$ cat src/rtl/ioctl_pkg.sv
// Shared types and helpers for the ioctl upload path.
// Holds the reader FSM states, address widths and the byte-select helper.
package ioctl_pkg;

  localparam int IOCTL_AW = 25;
  localparam int MEM_AW   = 24;

  typedef enum logic [1:0] {
    S_IDLE,
    S_FETCH,
    S_DRAIN
  } state_e;

  function automatic logic [7:0] byte_sel(
    input logic [15:0] w,
    input logic        odd
  );
    return odd ? w[15:8] : w[7:0];
  endfunction

endpackage

$ cat src/rtl/ioctl_upload_reader.sv
// HPS upload reader: serves ioctl byte reads from the 16-bit memory port
// through a one-word cache, stalling the HPS while a fetch is outstanding.
module ioctl_upload_reader
  import ioctl_pkg::*;
#(
  parameter logic [7:0]          INDEX   = 8'd4,
  parameter logic [IOCTL_AW-1:0] BASE    = 25'h0,
  parameter logic [IOCTL_AW-1:0] SIZE    = 25'h400,
  parameter logic [15:0]         TIMEOUT = 16'd4095
) (
  input  logic                clk_sys,
  input  logic                reset,
  input  logic                ioctl_upload,
  input  logic [7:0]          ioctl_index,
  input  logic                ioctl_rd,
  input  logic [IOCTL_AW-1:0] ioctl_addr,
  output logic [7:0]          ioctl_din,
  output logic                ioctl_wait,
  output logic                mem_rd,
  output logic [MEM_AW-1:0]   mem_addr,
  input  logic [15:0]         mem_q,
  input  logic                mem_ack,
  input  logic                mem_inval,
  output logic                busy,
  output logic                err
);

  state_e              state_q, state_d;
  logic                active, active_q, active_d, rise;
  logic [MEM_AW-1:0]   tag_q, tag_d;
  logic [15:0]         data_q, data_d;
  logic                valid_q, valid_d;
  logic [MEM_AW-1:0]   maddr_q, maddr_d;
  logic                sel_q, sel_d;
  logic [15:0]         cnt_q, cnt_d;
  logic [7:0]          din_q, din_d;
  logic                wait_q, wait_d;
  logic                mrd_q, mrd_d;
  logic                busy_q, busy_d;
  logic                err_q, err_d;
  logic [IOCTL_AW-1:0] baddr;
  logic                oor, hit, tmo;

  assign active = ioctl_upload & (ioctl_index == INDEX);
  assign rise   = active & ~active_q;
  assign baddr  = BASE + ioctl_addr;
  assign oor    = ioctl_addr >= SIZE;
  assign tmo    = cnt_q >= TIMEOUT;
  // A same-cycle invalidate must win over a hit on the old tag
  assign hit    = valid_q & (tag_q == baddr[IOCTL_AW-1:1])
                & ~mem_inval & ~rise;

  always_comb begin
    state_d  = state_q;
    active_d = active;
    tag_d    = tag_q;
    data_d   = data_q;
    valid_d  = valid_q;
    maddr_d  = maddr_q;
    sel_d    = sel_q;
    cnt_d    = cnt_q;
    din_d    = din_q;
    wait_d   = wait_q;
    mrd_d    = 1'b0;
    err_d    = err_q;
    if (rise) err_d = 1'b0;
    if (state_q != S_IDLE && cnt_q != 16'hFFFF)
      cnt_d = cnt_q + 16'd1;
    unique case (state_q)
      S_IDLE: begin
        if (active & ioctl_rd) begin
          if (oor) begin
            din_d = 8'hFF;
          end else if (hit) begin
            din_d = byte_sel(data_q, baddr[0]);
          end else begin
            maddr_d = baddr[IOCTL_AW-1:1];
            sel_d   = baddr[0];
            wait_d  = 1'b1;
            mrd_d   = 1'b1;
            cnt_d   = 16'd0;
            state_d = S_FETCH;
          end
        end
      end
      S_FETCH: begin
        if (mem_ack) begin
          tag_d   = maddr_q;
          data_d  = mem_q;
          valid_d = 1'b1;
          din_d   = byte_sel(mem_q, sel_q);
          wait_d  = 1'b0;
          state_d = S_IDLE;
        end else if (tmo) begin
          din_d   = 8'hFF;
          err_d   = 1'b1;
          valid_d = 1'b0;
          wait_d  = 1'b0;
          state_d = S_DRAIN;
        end else if (!active) begin
          wait_d  = 1'b0;
          state_d = S_DRAIN;
        end
      end
      S_DRAIN: begin
        if (mem_ack || tmo) state_d = S_IDLE;
      end
      default: state_d = S_IDLE;
    endcase
    if (mem_inval || rise) valid_d = 1'b0;
    busy_d = (state_d != S_IDLE);
  end

  always_ff @(posedge clk_sys) begin
    if (reset) begin
      state_q  <= S_IDLE;
      active_q <= 1'b0;
      tag_q    <= '0;
      data_q   <= '0;
      valid_q  <= 1'b0;
      maddr_q  <= '0;
      sel_q    <= 1'b0;
      cnt_q    <= '0;
      din_q    <= 8'h00;
      wait_q   <= 1'b0;
      mrd_q    <= 1'b0;
      busy_q   <= 1'b0;
      err_q    <= 1'b0;
    end else begin
      state_q  <= state_d;
      active_q <= active_d;
      tag_q    <= tag_d;
      data_q   <= data_d;
      valid_q  <= valid_d;
      maddr_q  <= maddr_d;
      sel_q    <= sel_d;
      cnt_q    <= cnt_d;
      din_q    <= din_d;
      wait_q   <= wait_d;
      mrd_q    <= mrd_d;
      busy_q   <= busy_d;
      err_q    <= err_d;
    end
  end

  assign ioctl_din  = din_q;
  assign ioctl_wait = wait_q;
  assign mem_rd     = mrd_q;
  assign mem_addr   = maddr_q;
  assign busy       = busy_q;
  assign err        = err_q;

endmodule

$ cat config.mk
export PLATFORM = sky130hd
export DESIGN_NAME = ioctl_upload_reader
export DESIGN_NICKNAME = d
export VERILOG_FILES = /design/src/rtl/ioctl_pkg.sv /design/src/rtl/ioctl_upload_reader.sv
export SDC_FILE = /design/constraint.sdc
export NUM_CORES = 1
export LEC_CHECK = 0
export ABC_CLOCK_PERIOD_IN_PS = 2300
export CORE_MARGIN = 1.5
export CORE_UTILIZATION = 50
export DETAILED_ROUTE_END_ITERATION = 8
export HOLD_SLACK_MARGIN = 0.15
export PLACE_DENSITY = 0.75
export SETUP_SLACK_MARGIN = 0.2
export SYNTH_ARGS = -nofsm -noshare
export SYNTH_HDL_FRONTEND = slang
export SYNTH_SLANG_ARGS = --single-unit
$ cat constraint.sdc
create_clock -name clk_sys -period 2.3 [get_ports clk_sys]
set_input_delay 0.23 -clock clk_sys [delete_from_list [all_inputs] [get_ports clk_sys]]
set_output_delay 0.23 -clock clk_sys [all_outputs]
set_load 0.05 [all_outputs]
# ---- Word level (Yosys, flattened, before mapping)
# Index checks and enable logic that the tools add are counted.
dict set report word_totals {
  ff_bits 97
  input_bits 55
  elab_cells 90
}
dict set report classes {
  n_addsub 1
  order_cmp 2
  n_eq_ne 11
  mux 35
  bitwise 13
  reduce_logical 15
}
# operator count
set ops {}
lappend ops {{16-bit two-way mux} 5}
lappend ops {{8-bit two-way mux} 7}
lappend ops {{25-bit by 11-bit greater-or-equal comparator with 1-bit output (second input constant)} 1}
lappend ops {{24-bit equality test} 1}
lappend ops {{16-bit by 1-bit adder with 16-bit output (second input constant)} 1}
lappend ops {{16-bit by 12-bit greater-or-equal comparator with 1-bit output (second input constant)} 1}
lappend ops {{16-bit inequality test (second input constant)} 1}
lappend ops {{8-bit case mux with 2 select lines} 1}
lappend ops {{2-bit two-way mux} 7}
lappend ops {{1-bit two-way mux} 13}
lappend ops {{8-bit by 3-bit equality test with 1-bit output (second input constant)} 1}
lappend ops {{4-bit AND reduction} 2}
lappend ops {{2-bit nonzero test} 4}
lappend ops {{1-bit NOT} 7}
lappend ops {{1-bit bitwise AND} 6}
lappend ops {{2-bit inequality test (second input constant)} 3}
lappend ops {{3-bit inequality test (second input constant)} 2}
lappend ops {{2-bit case mux with 3 select lines} 1}
lappend ops {{5-bit AND reduction} 1}
lappend ops {{4-bit inequality test (second input constant)} 1}
lappend ops {{2-bit AND reduction} 2}
lappend ops {{4-bit OR reduction} 1}
lappend ops {{2-bit by 1-bit equality test with 1-bit output (second input constant)} 1}
lappend ops {{2-bit equality test (second input constant)} 1}
lappend ops {{5 further kinds} 6}

# ---- Logic depth before layout (Yosys ltp)
# Gate-level depths: netlist of run 1.
dict set report depth {
  ltp_word 10
  depth_mapped 7
}

# ---- Worst setup path after synthesis of run 1
# OpenSTA, ideal clock, no wires.
dict set report synth_timing {
  path_kind {in2reg}
  startpoint {in ioctl_index[0]}
  endpoint {reg maddr_q[20] (netlist: mem_addr[20])}
  setup_time_ns 0.132
  t_arrival_ns 1.992
  t_required_ns 2.168
  slack_ns 0.176
  cell_stages 6
  cell_sequence {or4b_4 > or3_4 > or3_4 > a31oi_4 > buf_6 > nor3b_2}
}
dict set report synth_via {
  elab_chain_len 7
  elab_cells_between_ends 8
  cone_classes {eq/ne: 1; bitwise: 6; reduce/logical: 1}
}
# element line
set synth_lines {}
lappend synth_lines {{start: declaration} ioctl_upload_reader.sv:14} ;# input logic [7:0] ioctl_index,
lappend synth_lines {{8-bit by 3-bit equality test with 1-bit output *} ioctl_upload_reader.sv:44} ;# assign active = ioctl_upload & (ioctl_index == INDEX);
lappend synth_lines {{1-bit bitwise AND *} ioctl_upload_reader.sv:44}
lappend synth_lines {{1-bit bitwise AND} ioctl_upload_reader.sv:45} ;# assign rise = active & ~active_q;
lappend synth_lines {{1-bit NOT} ioctl_upload_reader.sv:51} ;# & ~mem_inval & ~rise;
lappend synth_lines {{1-bit bitwise AND} ioctl_upload_reader.sv:51}
lappend synth_lines {{1-bit NOT (no source line)} n/a}
lappend synth_lines {{4-bit AND reduction (no source line) *} n/a}
lappend synth_lines {{end signal: assignment} ioctl_upload_reader.sv:135} ;# maddr_q <= maddr_d;
lappend synth_lines {{end: declaration} ioctl_upload_reader.sv:33} ;# logic [MEM_AW-1:0] maddr_q, maddr_d;
# Every way passes the cells marked *; elsewhere a longest branch is shown, timed or not.
# A chain may end at the register's enable or synchronous reset.

# ---- Worst setup path after layout of run 1
dict set report layout_timing {
  startpoint {in ioctl_addr[13]}
  endpoint {reg busy_q (netlist: busy)}
}
dict set report layout_via {
  elab_chain_len 9
  elab_cells_between_ends 10
  cone_classes {order compare: 1; eq/ne: 1; mux: 4; bitwise: 3; reduce/logical: 1}
}
# element line
set layout_lines {}
lappend layout_lines {{start: declaration} ioctl_upload_reader.sv:16} ;# input logic [IOCTL_AW-1:0] ioctl_addr,
lappend layout_lines {{parallel branches: the longest is 5 deep, another holds 25-bit by 11-bit greater-or-equal comparator with 1-bit output} n/a}
lappend layout_lines {{2-bit two-way mux *} ioctl_upload_reader.sv:72} ;# if (oor) begin
lappend layout_lines {{2-bit two-way mux *} ioctl_upload_reader.sv:71} ;# if (active & ioctl_rd) begin
lappend layout_lines {{2-bit case mux with 3 select lines *} ioctl_upload_reader.sv:69} ;# unique case (state_q)
lappend layout_lines {{2-bit nonzero test *} ioctl_upload_reader.sv:111} ;# busy_d = (state_d != S_IDLE);
lappend layout_lines {{end signal: assignment} ioctl_upload_reader.sv:141} ;# busy_q <= busy_d;
lappend layout_lines {{end: declaration} ioctl_upload_reader.sv:39} ;# logic busy_q, busy_d;
# Mark *: on every way between the ends.

==> results.ini, run 1 <==
[sta]
worstMarginPinSlew_ns = 0.716
relSlewSlack_pct = 52.1
hold_violations = 0
slew_violations = 0
layout_min_cycle_time_ns = 2.13
rsz0062_at_grt = yes
fin_worst_skew_ns = 0.00825
finalCritPeriodShare_pct = 92.7
tns_ns = 0
fmax_mhz = 469
setup_viol = 0

[route]
vias_per_cell = 5.74
finalWirelength_mm = 12.8
drcViolationCount = 0
detail-route-antenna-nets = 0
num_vias = 4400
drt_iter0_markers = 209
drt_pass1_iterations = 4
wl_per_cell_um = 16.7

[grt]
antenna_found_initial = 0
grt_pass1_vias = 4287
grt_overflow = 0
grt_pass1_wl_mm = 20.3
grt.total_usage_pct = 25.2
grt_max_degree = 58

[cts]
numCtsBuffers = 9
clock_sinks = 97
clk_pin_slew_ns = 0.09
clk_latency_ns = 0.36
cts_tree = built
cts_root_buf = clkbuf_8
h-tree-depth = 3
cts.path.max_buffers = 2

[final_layout]
syn2layout_area_growth_pct = 34.6
nNetsFinal = 707
post-route-util_pct = 68.8
drive_above_1_share_pct = 15.5
fill_cells = 760
antenna_cells = 0
multiInputGateArea_um2 = 2680
final-seq-area_um2 = 1940

[synthesis]
synth-edff-count = 0
synth_cell_type_count = 46
ys_seq_elements = 97
yosys.area.top_type = dfxtp_1
async_reset_ff_share_pct = 0
yosysTopAreaCellShare_pct = 41.3
yosysSeqAreaShare_pct = 41.3
syn-num-nets = 596
yosys_warnings = 0
avgSynthCellArea_um2 = 8.71
synth_area_um2 = 4700
synth_flop_cell = dfxtp_1
syn_inst = 540
synthTopCellsByArea = dfxtp_1, nand2_1, xnor2_1, a21oi_1, mux2i_1

[power]
peakVddDrop_v = 0.000386
p_leak_nw = 2.07
p_per_area_nw_per_um2 = 469

[die]
ios = 91
die_w_um = 100
die-area_um2 = 9990
core_um2 = 9200
num_rows = 35
start_util_pct = 51.1
die_h_um = 100

[critical_path]
end_kind = flip-flop
cp-start-kind = input pin
arrival_ns = 2.38
worst-setup-path-type = in2reg
crit_path_max_fanout = 3
cp.required_ns = 2.55

[run]
drv_cap = 0

[place]
io_buffers = 90
gp_congestion = 0.832
hpwl_mm = 8.67

[worst_hold_path]
hold_path.class = in2reg

[outcome]
status = finished clean

==> where the power goes <==
| group | leakage (nW) | switching, mW | internal (mW) | total [mW] |
|---|---|---|---|---|
| clock network | 0.0846 | 0.598 | 0.452 | 1.05 |
| logic | 1.21 | 0.108 | 0.133 | 0.241 |
| registers | 0.782 | 0.000140 | 1.68 | 1.68 |
| total | 2.07 | 0.706 | 2.26 | 2.97 |
==> layout by cell type (no fill, tap or decap), types with 13 or more instances in the layout <==
cell type / n
dfxtp_1: 95
nand2_1: 91
clkdlybuf4s50_1: 75
a21oi_1: 54
buf_4: 40
xnor2_1: 32
mux2i_1: 27
nand2b_1: 21
nor3_1: 16
o211ai_1: 16
nand4_1: 13
==> cell families after synthesis <==
logic type	synth area share, %
AND/OR/NAND/NOR	27.7
AO/OA/AOI/OAI	13.7
flip-flops	41.3
buffers and inverters	3.97
XOR/XNOR	7.27
multiplexers	5.75
adder cells (fa/ha/maj)	0.266
==> sequential cells by signal, indices dropped and copies added, names as in the netlist <==
register	flops
state_q	2
busy	1
mem_rd	1
err	1
valid_q	1
data_q	16
ioctl_wait	1
cnt_q	16
ioctl_din	8
tag_q	24
sel_q	1
active_q	1
mem_addr	24
==> through the flow <==
stage                     setup slack, ns  hold WS [ns]  cells  area [um^2]  total power, mW
after floorplan                     0.214         0.309    540         4700             1.80
after global placement             -0.264         0.441    742         5910             1.95
after detailed placement           -0.299         0.449    742         5910             1.95
after CTS                           0.170         0.349    765         6250             2.98
after global routing               0.0960         0.371    767         6330             3.06
final                               0.167         0.360    767         6330             2.97
==> cell type report <==
class,instances,area share (%)
clock buffer,12,2.45
clock inverter,4,0.435
inverter,2,0.119
multi-input combinational,402,42.3
sequential,97,30.7
tap,111,2.19
timing repair buffer,139,21.7
==> worst max-delay path, cell delays in order <==
cell	delay [ns]
clkdlybuf4s50_1	0.46
buf_4	0.16
xnor2_1	0.22
buf_4	0.15
nand2_1	0.08
nor4_4	0.38
a31oi_4	0.13
buf_6	0.16
buf_6	0.12
o31a_2	0.31
==> final timing paths <==
path                     startpoint                endpoint  slack (ns)  depth (start not counted)
max                  ioctl_addr[13]         busy$_SDFF_PP0_        0.17                         10
min                  ioctl_index[7]     active_q$_SDFF_PP0_        0.36                          5
min reg2reg  data_q[2]$_SDFFE_PP0P_  data_q[2]$_SDFFE_PP0P_        0.46                          2
max reg2reg  tag_q[14]$_SDFFE_PP0P_         busy$_SDFF_PP0_        0.20                          7
==> cell usage after synthesis (10+ instances only) <==
cell and count:
o211ai_1 16, nor3b_1 11, nand3_1 12, dfxtp_1 97, o21ai_0 12, mux2i_1 27, nor4_1 10, xnor2_1 34
clkbuf_1 31, nand2b_1 21, a21oi_1 54, nand4_1 13, nor3_1 21, nand2_1 91
==> what timing repair did <==
| action | 4_1_cts | 5_1_grt |
|---|---|---|
| setup endpoints to repair | 52 | 32 |
| hold buffers | 0 | 0 |
| resized for setup | 29 | 21 |
| pin swaps | 12 | 13 |
| buffers inserted | 5 | 2 |
| cloned | 2 | 0 |
==> metal layers <==
metal,share of wire (%),track usage [%],wire length [um]
met5,0,0,0
met4,1.5,7.15,197
met3,4.4,4.74,566
met2,51,44.0,6510
met1,43,31.9,5530
Note: power is estimated with default switching activity, not from simulation.
==> inputs of run 2 (changes only) <==
CORE_UTILIZATION = 40   (was 50)
PLACE_DENSITY = 0.62   (was 0.75)
TNS_END_PERCENT = 10   (was default)
==> run 2 against run 1 <==
Against the previous run: utilization fell by 11 points; highest routed layer unchanged; critical endpoint is now mem_addr[9]$_SDFFE_PP0P_; global-route usage fell by 3.9 points; worst setup slack got worse by 0.034 ns; critical path type unchanged; final cell count rose by 5.0%; clock power rose by 50%; first-iteration DRC count rose by 28%; sequential power barely moved; non-clock buffer count rose by 6; clock skew fell by 0.0014 ns.
==> results.ini, run 2 (synthesis results as in run 1) <==
[outcome]
status = finished clean

[sta]
rsz0062_at_grt = yes
tns_ns = 0  ; unchanged
layout_min_cycle_time_ns = 2.17  ; +0.0339 ns
worstMarginPinSlew_ns = 0.769  ; +0.0528 ns
slew_violations = 0  ; unchanged
finalCritPeriodShare_pct = 94.2  ; +1.5 points
relSlewSlack_pct = 48.5  ; -3.5 points
fin_worst_skew_ns = 0.00682  ; -0.00144 ns
layout_setup_ws_ns = 0.133  ; -0.0339 ns
setup_viol = 0  ; unchanged
fmax_mhz = 462  ; -1.6%
hold_violations = 0  ; unchanged

[cts]
cts_tree = built
h-tree-depth = 3  ; unchanged
clk_pin_slew_ns = 0.07  ; -0.02 ns
numCtsBuffers = 9  ; unchanged
cts_root_buf = clkbuf_16
cts_hold_buf = 0  ; unchanged
cts.path.max_buffers = 2  ; unchanged
clk_latency_ns = 0.35  ; about the same
clock_sinks = 97  ; unchanged

[final_layout]
nNetsFinal = 713  ; +0.85%
mostFrequentLayoutCells = dfxtp_1, nand2_1, clkdlybuf4s50_1, a21oi_1, buf_4
antenna_cells = 0  ; unchanged
fill_cells = 1036  ; +36%
finalNonFillerCells = 805  ; +5.0%
stdcell_area_um2 = 6580  ; +4.0%
syn2layout_area_growth_pct = 40.0
final_common_cell = dfxtp_1
drive_above_1_share_pct = 15.7  ; +0.16 points

[die]
core_um2 = 11400  ; +24%
die_w_um = 111  ; +11%
die_h_um = 111  ; +11%
ios = 91  ; unchanged
num_rows = 39  ; +11%
start_util_pct = 41.2  ; -9.9 points
die-area_um2 = 12400  ; +24%

[route]
detail-route-antenna-nets = 0  ; unchanged
drcViolationCount = 0  ; unchanged
drt_iter0_markers = 267  ; +28%
num_vias = 4377  ; -0.52%
wl_per_cell_um = 16.3  ; -2.3%
finalWirelength_mm = 13.1  ; +2.6%
vias_per_cell = 5.44  ; -5.2%
drt_pass1_iterations = 5  ; +1

[place]
postPlaceCellArea_um2 = 5960  ; +0.80%
dp.cells = 775  ; +4.4%
io_buffers = 90  ; unchanged
post-place-ws_ns = -0.293  ; +0.00578 ns
hpwl_mm = 8.97  ; +3.5%
gp_congestion = 0.814  ; -2.2%

[worst_hold_path]
hold_path.class = in2reg
min_from = ioctl_addr[9]

[critical_path]
cp-start-kind = input pin
startpoint = ioctl_index[0]
cp.required_ns = 2.53  ; -0.02 ns
r2r_start = tag_q[8]$_SDFFE_PP0P_
crit_path_max_fanout = 6  ; +3
arrival_ns = 2.40  ; +0.02 ns
end_kind = flip-flop
worst-setup-path-type = in2reg

[power]
p_leak_nw = 2.18  ; +5.2%
peakVddDrop_v = 0.000434  ; +12%
p_per_area_nw_per_um2 = 532  ; +13%

[grt]
grt.total_usage_pct = 21.4  ; -3.9 points
grt_pass1_wl_mm = 21.7  ; +7.0%
grt_pass1_vias = 4442  ; +3.6%
grt_overflow = 0  ; unchanged
antenna_found_initial = 0  ; unchanged
grt_max_degree = 57  ; -1.7%

[run]
drv_cap = 0  ; unchanged

==> run 2: changes by cell type in the layout (fill, tap and decap cells not counted), moves of 5 or more <==
cell       previous run  this run
clkbuf_8             11         1
clkbuf_16             0         9
nor3_1               16        21
nor3_2                5         0
==> run 2: per-stage QoR <==
stage / util [%] / power (mW) / hold WS [ns]
after floorplan: - / 1.80 / 0.309
after global placement: 52.2 / 1.95 / 0.442
after detailed placement: 52.2 / 1.96 / 0.448
after CTS: 57.1 / 3.53 / 0.310
after global routing: 57.6 / 3.62 / 0.322
final: 57.6 / 3.50 / 0.315
==> run 2: layout make-up <==
type                       instances  area [um^2]  area share, %
multi-input combinational        402         2670           40.6
sequential                        97         1940           29.5
timing repair buffer             145         1460           22.2
clock buffer                      10          239           3.63
tap                              143          179           2.72
clock inverter                     6         75.1           1.14
inverter                           2         7.51          0.114
==> run 2: worst paths after layout <==
check,to,slack [ns],cells past startpoint
setup / recovery,mem_addr[9]$_SDFFE_PP0P_,0.13,10
hold / removal,mem_addr[8]$_SDFFE_PP0P_,0.31,3
setup reg to reg,mem_addr[9]$_SDFFE_PP0P_,0.13,9
hold reg to reg,data_q[10]$_SDFFE_PP0P_,0.46,2
==> run 2: routing by layer <==
metal / vias up / GRT usage, % / share of wire, %
met3: 13 / 3.65 / 4.8
met1: 2075 / 27.7 / 44
met5: - / 0 / 0
li1: 2161 / - / -
met2: 128 / 36.1 / 49
met4: 0 / 7.51 / 1.7
==> run 2: power breakdown <==
part           internal, mW  total, mW  leakage [nW]  switching, mW
registers              1.68       1.68         0.781       0.000143
clock network         0.888       1.58         0.145          0.690
logic                 0.137      0.246          1.25          0.109
==> run 2: worst max-delay path, stage by stage <==
cell and delay (ns):
dlygate4sd2_1 0.23, or4b_4 0.51, or3_4 0.41, or3_4 0.35, a31oi_4 0.17, buf_12 0.13
buf_8 0.11, buf_12 0.10, buf_16 0.11, nor3b_2 0.04
==> run 2: timing repair <==
item                                    CTS  global route
pin swaps                                12             5
gates cloned                              3             0
gates resized for setup                  33            11
buffers inserted                         10             1
endpoints found under the setup margin   52            52
==> inputs of run 3 (changes only) <==
--- a/config.mk
+++ b/config.mk
@@ -11,4 +11,5 @@
 export DETAILED_ROUTE_END_ITERATION = 8
 export HOLD_SLACK_MARGIN = 0.15
+export MAX_ROUTING_LAYER = met4
 export PLACE_DENSITY = 0.62
 export SETUP_SLACK_MARGIN = 0.2
==> constraint.sdc (replaced) <==
create_clock -name clk_sys -period 2.3 [get_ports clk_sys]
set_input_delay 0.23 -clock clk_sys [delete_from_list [all_inputs] [get_ports clk_sys]]
set_output_delay 0.23 -clock clk_sys [all_outputs]
set_load 0.01 [all_outputs]
==> run 3 against run 2 <==
Against the previous run: utilization stayed put; worst setup slack better by 0.0035 ns; combinational power is essentially flat; via count increased by 0.18%; global-route usage grew 0.67 points; first-iteration DRC count increased by 18%; die area did not move; final cell count stayed put; clock power is essentially flat; worst hold slack worse by 0.0016 ns; largest power group unchanged; highest routed layer unchanged.
==> results.ini, run 3 (synthesis results as in run 1) <==
[final_layout]
antenna_cells = 0  ; unchanged
nNetsFinal = 713  ; unchanged
final_common_cell = dfxtp_1
stdcell_area_um2 = 6580  ; unchanged
syn2layout_area_growth_pct = 40.0  ; unchanged
drive_above_1_share_pct = 15.7  ; unchanged
mostFrequentLayoutCells = dfxtp_1, nand2_1, clkdlybuf4s50_1, a21oi_1, buf_4

[place]
post-place-ws_ns = -0.293  ; unchanged
hpwl_mm = 8.97  ; unchanged
io_buffers = 90  ; unchanged
gp_congestion = 0.826  ; +1.5%
postPlaceCellArea_um2 = 5960  ; unchanged

[sta]
hold_violations = 0  ; unchanged
worstMarginPinSlew_ns = 0.776  ; +0.00760 ns
tns_ns = 0  ; unchanged
fin_worst_skew_ns = 0.00639  ; -0.000425 ns
layout_setup_ws_ns = 0.137  ; +0.00351 ns
layout_min_cycle_time_ns = 2.16  ; -0.00351 ns
slew_violations = 0  ; unchanged
fmax_mhz = 462  ; +0.16%
hold-worst-slack_ns = 0.313  ; -0.00161 ns
relSlewSlack_pct = 48.0  ; -0.51 points
finalCritPeriodShare_pct = 94.0  ; -0.15 points
setup_viol = 0  ; unchanged
rsz0062_at_grt = yes

[die]
start_util_pct = 41.2  ; unchanged
num_rows = 39  ; unchanged
die_w_um = 111  ; unchanged
ios = 91  ; unchanged
die-area_um2 = 12400  ; unchanged
core_um2 = 11400  ; unchanged
die_h_um = 111  ; unchanged

[outcome]
status = finished clean

[route]
drt_iter0_markers = 315  ; +18%
wl_per_cell_um = 16.4  ; +0.30%
drcViolationCount = 0  ; unchanged
detail-route-antenna-nets = 0  ; unchanged
num_vias = 4385  ; +0.18%
vias_per_cell = 5.45  ; +0.18%
finalWirelength_mm = 13.2  ; +0.30%
drt_pass1_iterations = 5  ; unchanged

[critical_path]
cp.required_ns = 2.54  ; about the same
crit_path_max_fanout = 6  ; unchanged
arrival_ns = 2.40  ; about the same
cp-start-kind = input pin
end_kind = flip-flop
worst-setup-path-type = in2reg

[cts]
cts_hold_buf = 0  ; unchanged
clock_sinks = 97  ; unchanged
cts.path.max_buffers = 2  ; unchanged
cts_tree = built
cts_root_buf = clkbuf_16
h-tree-depth = 3  ; unchanged
clk_pin_slew_ns = 0.07  ; about the same
numCtsBuffers = 9  ; unchanged
clk_latency_ns = 0.35  ; about the same

[grt]
grt.total_usage_pct = 22.1  ; +0.67 points
antenna_found_initial = 0  ; unchanged
grt_max_degree = 57  ; unchanged
grt_pass1_vias = 4428  ; -0.32%
grt_pass1_wl_mm = 21.7  ; about the same
grt_overflow = 0  ; unchanged

[power]
p_per_area_nw_per_um2 = 532  ; about the same
p_total_mw = 3.50  ; about the same
peakVddDrop_v = 0.000434  ; about the same
p_leak_nw = 2.18  ; unchanged

[worst_hold_path]
hold_path.class = in2reg

[run]
drv_cap = 0  ; unchanged

run 3: worst paths after layout:
| check | startpoint | to | slack (ns) | depth (start not counted) |
|---|---|---|---|---|
| min | ioctl_addr[9] | mem_addr[8]$_SDFFE_PP0P_ | 0.31 | 3 |
| max reg2reg | tag_q[8]$_SDFFE_PP0P_ | mem_addr[9]$_SDFFE_PP0P_ | 0.14 | 9 |
| max | ioctl_index[0] | mem_addr[9]$_SDFFE_PP0P_ | 0.14 | 10 |
| min reg2reg | data_q[9]$_SDFFE_PP0P_ | data_q[9]$_SDFFE_PP0P_ | 0.46 | 2 |
run 3: worst max-delay path, stage by stage:
cell and delay (ns):
dlygate4sd2_1 0.23, or4b_4 0.51, or3_4 0.41, or3_4 0.35, a31oi_4 0.17, buf_12 0.13, buf_8 0.11, buf_12 0.10
buf_16 0.11, nor3b_2 0.04
run 3: cell type report:
type	count	area [um^2]
Clock buffer	10	239
Clock inverter	6	75.1
Fill cell	1036	4840
Inverter	2	7.51
Multi-Input combinational cell	402	2670
Sequential cell	97	1940
Tap cell	143	179
Timing Repair Buffer	145	1460
run 3: stage by stage:
step,std cells,util [%]
3_3_place_gp,775,52.2
6_report,805,57.6
2_1_floorplan,540,-
5_1_grt,805,57.6
4_1_cts,804,57.1
3_5_place_dp,775,52.2
run 3: per-layer routing:
| metal | track usage [%] | wire length, um | up-vias |
|---|---|---|---|
| li1 | - | - | 2164 |
| met1 | 28.1 | 6000 | 2104 |
| met2 | 36.2 | 6510 | 103 |
| met3 | 3.05 | 439 | 14 |
| met4 | 7.51 | 211 | 0 |
| met5 | - | 0 | - |
run 3: repair_timing:
action	4_1_cts	5_1_grt
buffers inserted	10	1
gates cloned	3	0
gates resized for setup	33	11
endpoints found under the setup margin	52	52
pin swaps	12	5
run 3: where the power goes:
part	switching (mW)	internal, mW
combinational	0.109	0.137
sequential	0.000144	1.68
clock	0.691	0.888
